[src/rtl/branch_offset_pack.sv]
// -----------------------------------------------------------------------------
// branch_offset_pack
//
// Purpose
//   Turns a (branch pc, branch target) address pair into the packed signed
//   word offset held in a branch instruction's immediate field. This is the
//   inverse of the decode-side step that sign-extends the immediate and
//   shifts it left by 2: re-expanding imm gives back target - pc whenever
//   neither flag is set.
//
//   diff = target - pc        (64-bit, wraps modulo 2^64)
//   imm  = diff[OFF_W+1:2]
//   out_of_range = diff[63:OFF_W+1] are not all equal
//   misaligned   = diff[1:0] != 0   (only when the alignment check is built in)
//
//   Both flags are independent of each other. imm is driven from diff even
//   when one or both flags are set.
//
// Pipeline
//   S1 registers diff. S2 registers imm and both flags.
//   Valid/ready handshakes are used at both ends. With out_ready held high,
//   a request accepted on one edge is presented on out_valid after the next
//   edge, so the result appears 2 cycles after the request is offered, and
//   one result can be produced per cycle. Under backpressure the two stages
//   hold at most two requests. in_ready then drops, and nothing is lost or
//   duplicated.
//
// Configuration
//   BRANCH_OFFSET_ALIGN_CHECK_EN : when defined, misaligned reports
//   diff[1:0] != 0 and is registered in S2. When undefined, misaligned is
//   tied to 0 and the low two bits of diff are never formed.
//
// Parameters
//   OFF_W        width of the signed word-offset field (default 26, sane 2..61)
//
// Ports
//   clk          clock, all state updates on the rising edge
//   reset_n      asynchronous active-low reset; clears both stages
//   in_valid     request present
//   in_ready     block accepts a request this cycle (no path from in_valid)
//   pc           branch instruction address
//   target       branch destination address
//   out_valid    result present
//   out_ready    consumer accepts the result this cycle
//   imm          packed signed word offset
//   out_of_range offset does not fit in OFF_W signed bits
//   misaligned   byte offset is not a multiple of 4
// -----------------------------------------------------------------------------
module branch_offset_pack #(
  parameter int OFF_W = 26
) (
  input  logic             clk,
  input  logic             reset_n,
  input  logic             in_valid,
  output logic             in_ready,
  input  logic [63:0]      pc,
  input  logic [63:0]      target,
  output logic             out_valid,
  input  logic             out_ready,
  output logic [OFF_W-1:0] imm,
  output logic             out_of_range,
  output logic             misaligned
);

  // diff[63:2] is kept as a 62-bit word. Bit k of diff is bit k-2 here.
  localparam int HI_W = 62;

  // ---------------------------------------------------------------------------
  // Subtractor
  // The upper 62 bits are computed on their own. A borrow is taken when the
  // low two bits of target are smaller than those of pc. This gives
  // diff[63:2] exactly, without building diff[1:0] in builds that ignore it.
  // ---------------------------------------------------------------------------
  logic            lo_borrow;
  logic [HI_W-1:0] diff_hi;

  assign lo_borrow = (target[1:0] < pc[1:0]);
  assign diff_hi   = target[63:2] - pc[63:2] - {{(HI_W-1){1'b0}}, lo_borrow};

  // ---------------------------------------------------------------------------
  // Handshake / stage control
  // ---------------------------------------------------------------------------
  logic s1_valid_q, s1_valid_d;
  logic s2_valid_q, s2_valid_d;
  logic s2_load;
  logic s1_accept;

  // S2 can take a new value when it is empty or is being drained this edge.
  assign s2_load   = !s2_valid_q || out_ready;
  // S1 can take a new request when it is empty, or when it moves into S2 on
  // the same edge. This depends only on state and out_ready.
  assign in_ready  = !s1_valid_q || s2_load;
  assign s1_accept = in_valid && in_ready;

  // ---------------------------------------------------------------------------
  // S1: registered diff
  // ---------------------------------------------------------------------------
  logic [HI_W-1:0] s1_diff_hi_q, s1_diff_hi_d;

  always_comb begin
    s1_valid_d   = s1_valid_q;
    s1_diff_hi_d = s1_diff_hi_q;
    // If S1 is open, it holds exactly what is offered this cycle. If nothing
    // is offered, the entry that moved into S2 leaves S1 empty.
    if (in_ready) begin
      s1_valid_d = in_valid;
    end
    if (s1_accept) begin
      s1_diff_hi_d = diff_hi;
    end
  end

  always_ff @(posedge clk or negedge reset_n) begin
    if (!reset_n) begin
      s1_valid_q   <= 1'b0;
      s1_diff_hi_q <= '0;
    end else begin
      s1_valid_q   <= s1_valid_d;
      s1_diff_hi_q <= s1_diff_hi_d;
    end
  end

  // ---------------------------------------------------------------------------
  // S2 datapath terms, formed from the S1 register
  // ---------------------------------------------------------------------------
  logic [HI_W-OFF_W:0] s1_upper;   // diff[63:OFF_W+1]
  logic                oor_calc;
  logic [OFF_W-1:0]    imm_calc;   // diff[OFF_W+1:2]

  assign s1_upper = s1_diff_hi_q[HI_W-1:OFF_W-1];
  assign imm_calc = s1_diff_hi_q[OFF_W-1:0];
  // The offset fits only if every bit above the field repeats its sign bit.
  assign oor_calc = !((&s1_upper) || (~|s1_upper));

  // ---------------------------------------------------------------------------
  // S2: registered imm and flags
  // ---------------------------------------------------------------------------
  logic [OFF_W-1:0] imm_q, imm_d;
  logic             oor_q, oor_d;

  always_comb begin
    s2_valid_d = s2_valid_q;
    imm_d      = imm_q;
    oor_d      = oor_q;
    if (s2_load) begin
      s2_valid_d = s1_valid_q;
      // The payload is only updated when a real entry arrives. When the
      // pipe drains, the last result stays on imm instead of S1 leftovers.
      if (s1_valid_q) begin
        imm_d = imm_calc;
        oor_d = oor_calc;
      end
    end
  end

  always_ff @(posedge clk or negedge reset_n) begin
    if (!reset_n) begin
      s2_valid_q <= 1'b0;
      imm_q      <= '0;
      oor_q      <= 1'b0;
    end else begin
      s2_valid_q <= s2_valid_d;
      imm_q      <= imm_d;
      oor_q      <= oor_d;
    end
  end

  assign out_valid    = s2_valid_q;
  assign imm          = imm_q;
  assign out_of_range = oor_q;

  // ---------------------------------------------------------------------------
  // Optional alignment check
  // ---------------------------------------------------------------------------
`ifdef BRANCH_OFFSET_ALIGN_CHECK_EN
  logic [1:0] diff_lo;
  logic [1:0] s1_diff_lo_q, s1_diff_lo_d;
  logic       mis_q, mis_d;

  // Low two bits of target - pc. Together with diff_hi, this is the full diff.
  assign diff_lo = target[1:0] - pc[1:0];

  always_comb begin
    s1_diff_lo_d = s1_diff_lo_q;
    if (s1_accept) begin
      s1_diff_lo_d = diff_lo;
    end
  end

  always_comb begin
    mis_d = mis_q;
    if (s2_load && s1_valid_q) begin
      mis_d = |s1_diff_lo_q;
    end
  end

  always_ff @(posedge clk or negedge reset_n) begin
    if (!reset_n) begin
      s1_diff_lo_q <= 2'b00;
      mis_q        <= 1'b0;
    end else begin
      s1_diff_lo_q <= s1_diff_lo_d;
      mis_q        <= mis_d;
    end
  end

  assign misaligned = mis_q;
`else
  assign misaligned = 1'b0;
`endif

endmodule

[config.mk]
export PLATFORM = sky130hd
export DESIGN_NAME = branch_offset_pack
export DESIGN_NICKNAME = d
export VERILOG_FILES = /design/src/rtl/branch_offset_pack.sv
export SDC_FILE = /design/constraint.sdc
export NUM_CORES = 1
export LEC_CHECK = 0
export BUFFER_PORTS_ARGS = -buffer_cell sky130_fd_sc_hd__buf_2
export CAP_MARGIN = 5
export CORE_MARGIN = 2
export CORE_UTILIZATION = 56
export DETAILED_ROUTE_END_ITERATION = 12
export GPL_TIMING_DRIVEN = 0
export PLACE_DENSITY = 0.9
export SYNTH_ARGS = -nofsm -noshare
export SYNTH_HDL_FRONTEND = slang
export SYNTH_SLANG_ARGS = --single-unit
[constraint.sdc]
create_clock -name clk -period 2.15 [get_ports clk]
set_input_delay 0.215 -clock clk [delete_from_list [all_inputs] [get_ports clk]]
set_output_delay 0.215 -clock clk [all_outputs]
set_load 0.005 [all_outputs]
After elaboration in Yosys (flattened, before gate mapping)
Cells that the tools add are included.
W data, S select, Z words.
{ "totals": {"register_bits": 91, "input_bits": 132, "out_inout_bits": 30, "elab_cells": 19} }
{ "classes": {"n_addsub": 2, "magnitude_cmp": 1, "n_reduce_logical": 11} }
{ "op_table": {"columns": ["operator", "count"], "rows": [
  ["$sub A62 B1 Y62", 1],
  ["$sub A62 B62 Y62", 1],
  ["$reduce_and A37 Y1", 1],
  ["$reduce_or A37 Y1", 1],
  ["$logic_not A1 Y1", 4],
  ["$logic_or A1 B1 Y1", 3],
  ["$lt A2 B2 Y1", 1],
  ["$reduce_and A2 Y1", 1],
  ["$logic_and A1 B1 Y1", 1]
]} }

Longest topological paths before layout
{ "depth": {"depth_word": 4, "mapped_depth": 18, "mapped_depth_nobuf": 18} }

Worst setup path after synthesis
OpenSTA, ideal clock, no wires.
{ "synth_path": {"path_kind": "in2reg", "from": "in pc[1]", "to": "reg s1_diff_hi_q[46]", "setup_time_ns": 0.130, "t_arrival_ns": 4.137, "required_time_ns": 2.020, "setup_slack_ns": -2.117, "path_stages": 18, "n_path_buf": 0, "path_cell_list": "inv_1 > ha_1 > a21o_1 > fa_1 > inv_1 > ha_1 > or2_2 > fa_1 > nand2b_1 > a31o_1 > a41o_1 > a2111o_1 > nand4_2 > a2111oi_2 > or3b_4 > a31oi_4 > xor2_1 > o21ai_1"} }
{ "synth_between": {"elab_chain_cells": 2} }
{ "synth_lines": {"columns": ["item", "line", "rtl"], "rows": [
  ["start: declaration", "56", "input logic [63:0] pc,"],
  ["$lt A2 B2 Y1", "77", "assign lo_borrow = (target[1:0] < pc[1:0]);"],
  ["$sub A62 B1 Y62", "78", "assign diff_hi = target[63:2] - pc[63:2] - {{(HI_W-1){1'b0}}, lo_borrow};"],
  ["end signal: assignment", "119", "s1_diff_hi_q <= s1_diff_hi_d;"],
  ["end: declaration", "98", "logic [HI_W-1:0] s1_diff_hi_q, s1_diff_hi_d;"]
]} }
No other way between the ends.
A chain may end at the register's enable or synchronous reset.

Final worst setup path
{ "layout_path": {"from": "in target[1]", "to": "reg s1_diff_hi_q[42]"} }
{ "layout_between": {"elab_chain_cells": 2} }
{ "layout_lines": {"columns": ["item", "line", "rtl"], "rows": [
  ["start: declaration", "57", "input logic [63:0] target,"],
  ["$lt A2 B2 Y1", "77", null],
  ["$sub A62 B1 Y62", "78", null]
]} }
No other way between the ends.

==> out/qor.yml <==
ioPinCount: 162
crit_type: "in -> reg"
final_layout_size_suffix_gt1_share_pct: 21.2
p_per_area_nw_per_um2: 756
antenna_found_initial: 0
synth_area_leaders: "dfrtp_1 (26%), ha_1 (18%), inv_1 (8.8%), nand2_1 (5.4%), a21oi_1 (4.5%)"
vdd.ir_drop.worst_mv: 0.378
syn_area_um2: 8620
max_cap_viol_count: 0
dp_cells: 1441
dieArea_um2: 16400
hold_start: "in_valid"
diodes: 0
yosysSeqAreaShare_pct: 26.4
reg2reg_to: "s1_diff_hi_q[8]"
slowest_stage: "fa_1"
min_path_type: "in -> reg"
min_period_ns: 3.96
ys_top_cells_by_count: "inv_1 (202), nand2_1 (123), ha_1 (121)"
synthToLayoutAreaGrowth_pct: 21.6
whs_path_depth: 2
synthesis.nets: 1347
min_to: "s1_valid_q"
r2r.worst_path.cells: 6
synth_area_leader_cell: "dfrtp_1"
cts_tree: "done"
tightest_slew_ns: 0.624
worstPathMaxFanout: 3
synthArstFlopShare_pct: 100
synth.distinct_cells: 67
fin_skew_ns: 0.00466
ff2ff_setup_slack_ns: 0.13
ys_ff_latch: 91
synth.most_common_cell: "inv_1"
setup_viol: 58
wl_per_cell_um: 14.8
leakage_nw: 5.48
total_power_mw: 7.93
synth_edf_count: 0
clockRootBuffer: "clkbuf_16"
slew_headroom_pct: 58.4
grt_max_degree: 73
drtAntennaViolNets: 0
dieHeight_um: 128
path_cells: "buf_6, ha_4, a21o_1, fa_1, inv_1, ha_2, or2_4, fa_2, nand2b_4, a31o_1, a41o_1, a2111o_1, nand4_4, a2111oi_4, or3b_4, a21boi_2, xor2_1, o21ai_1"
nFillCells: 1131
cp-end-kind: "register"
cp.required_ns: 2.37
synth_flop_cell: "dfrtp_1"
final_cell_count_no_fill: 1475
wirelength_um: 21800
first_iter_violations: 739
grt_pass1_wl_um: 35600
dr.pass1.iters: 6
htreeDepth: 3
rows: 45
gp_congestion: 0.949
finalMaxSlewViolations: 0
fmax_mhz: 252
cts_sinks: 91
critPathMaxStageDelay_ns: 0.54
violations: "negative setup slack"
grt.total_usage_pct: 26.3
worst_skew_pair.late_latency_ns: 0.35
grt_pass1_vias: 7755
synth_cells: 1092
vias_per_cell: 5.74
hpwlAfterDp_um: 16500
period_share_pct: 184
setup_slack_ns: -1.81
crit_path_start_kind: "input port"
hold_viol: 0
port_buffers: 160
clkSlewWorstSetupHoldPaths_ns: 0.06
drc: 0
status: "finished with violations"
numCtsBuffers: 9
syn_avg_cell_area_um2: 7.90
rsz0062_at_grt: "true"
die_width_um: 128
yosysWarnings: 0
cts.path.max_buffers: 2
grt-ovfl-total: 0
synth.top_cell.area_share_pct: 26.4
core_um2: 15100
reg2reg_from: "out_valid"
initial_core_util_pct: 56.9
vias: 8466
nNetsFinal: 1537
cp.arrival_ns: 4.18
what timing repair did:
item                                    4_1_cts  5_1_grt
gates resized for setup                      34       23
setup buffers                                12        9
endpoints found under the setup margin       59       62
endpoints found under the hold margin        19        0
hold buffers                                  1        0
pin swaps                                    26       23
final cells by class:
class / count / area [um2] / share of cell area [%]
Buffer: 37 / 148 / 1.41
Clock buffer: 10 / 229 / 2.18
Clock inverter: 6 / 88.8 / 0.847
Inverter: 202 / 763 / 7.28
Multi-Input combinational cell: 762 / 5720 / 54.6
Sequential cell: 91 / 2280 / 21.7
Tap cell: 188 / 235 / 2.24
Timing Repair Buffer: 179 / 1020 / 9.75
state kept, by name, indices dropped and copies added, names as in the netlist:
| signal | count |
|---|---|
| imm | 26 |
| s1_valid_q | 1 |
| out_of_range | 1 |
| out_valid | 1 |
| s1_diff_hi_q | 62 |
stage by stage:
stage	hold slack, ns	setup slack (ns)	TNS [ns]	utilization, %	area (um2)
after floorplan	-0.0806	-1.87	-59.39	-	8690
after global placement	0.429	-2.29	-87.85	64.2	9730
after detailed placement	0.118	-2.36	-91.14	64.4	9760
after CTS	0.0889	-1.84	-63.06	68.4	10400
after global routing	0.0930	-1.88	-71.97	69.2	10500
final	0.0901	-1.81	-64.90	69.2	10500
cell families after synthesis:
kind of cell | count (synthesis) | synth area share, %
adder cells (fa/ha/maj) | 123 | 18.0
flip-flops | 91 | 26.4
multiplexers | 28 | 3.66
AO/OA/AOI/OAI | 285 | 21.1
AND/OR/NAND/NOR | 270 | 14.7
buffers and inverters | 239 | 10.5
XOR/XNOR | 55 | 5.59
other | 1 | 0.0435
worst max-delay path by stage:
stage	from	end
after CTS	pc[1]	s1_diff_hi_q[42]
after floorplan	target[1]	s1_diff_hi_q[46]
final	target[1]	s1_diff_hi_q[42]
after detailed placement	pc[1]	s1_diff_hi_q[46]
after global placement	pc[1]	s1_diff_hi_q[42]
after global routing	target[1]	s1_diff_hi_q[42]
worst max-delay path, delay by kind of cell:
family / cells / cell delay [ns]
AOI/OAI and AO/OA: 7 / 1.37
xor gates and xnor gates: 1 / 0.22
adders and majority gates: 4 / 1.27
buffers and inverters: 2 / 0.15
and+or+nand+nor: 4 / 0.95
cell usage in the layout, fill, tap and decap left out, types with 5 or more instances in the layout:
| cell | synthesis | layout |
|---|---|---|
| nand4_1 | 31 | 31 |
| buf_6 | 0 | 11 |
| nor2_1 | 43 | 41 |
| o21ai_0 | 78 | 64 |
| nand2b_1 | 12 | 11 |
| o21bai_1 | 18 | 18 |
| nor4_1 | 13 | 12 |
| a21o_1 | 40 | 40 |
| nor3_1 | 8 | 8 |
| dfrtp_1 | 91 | 91 |
| clkbuf_1 | 30 | 30 |
| a31oi_1 | 8 | 5 |
| o21ai_1 | 7 | 19 |
| buf_2 | 2 | 159 |
| xnor2_2 | 0 | 6 |
| ha_1 | 121 | 119 |
| nand3_1 | 14 | 14 |
| o21a_1 | 5 | 5 |
| xor2_1 | 25 | 23 |
| and2_1 | 6 | 6 |
| nand2_1 | 123 | 122 |
| clkbuf_16 | 0 | 9 |
| a21oi_1 | 78 | 74 |
| mux2_2 | 28 | 28 |
| inv_1 | 202 | 201 |
| xnor2_1 | 30 | 24 |
| buf_4 | 1 | 9 |
report_power, final:
part	total [mW]	leakage, nW	switching [mW]	internal (mW)
registers	2.68	1.11	0.392	2.29
clock network	1.71	0.149	0.687	1.02
logic	3.54	4.22	1.96	1.58
per-layer routing:
layer  GRT usage, %  up-vias  share of wire (%)
met4           7.63        0                1.7
met5              0        -                  0
met3           3.38       38                6.0
met1           34.4     3964                 44
met2           45.7      365                 48
li1               -     4099                  -
No activity file was read; power rests on OpenSTA's default activity.
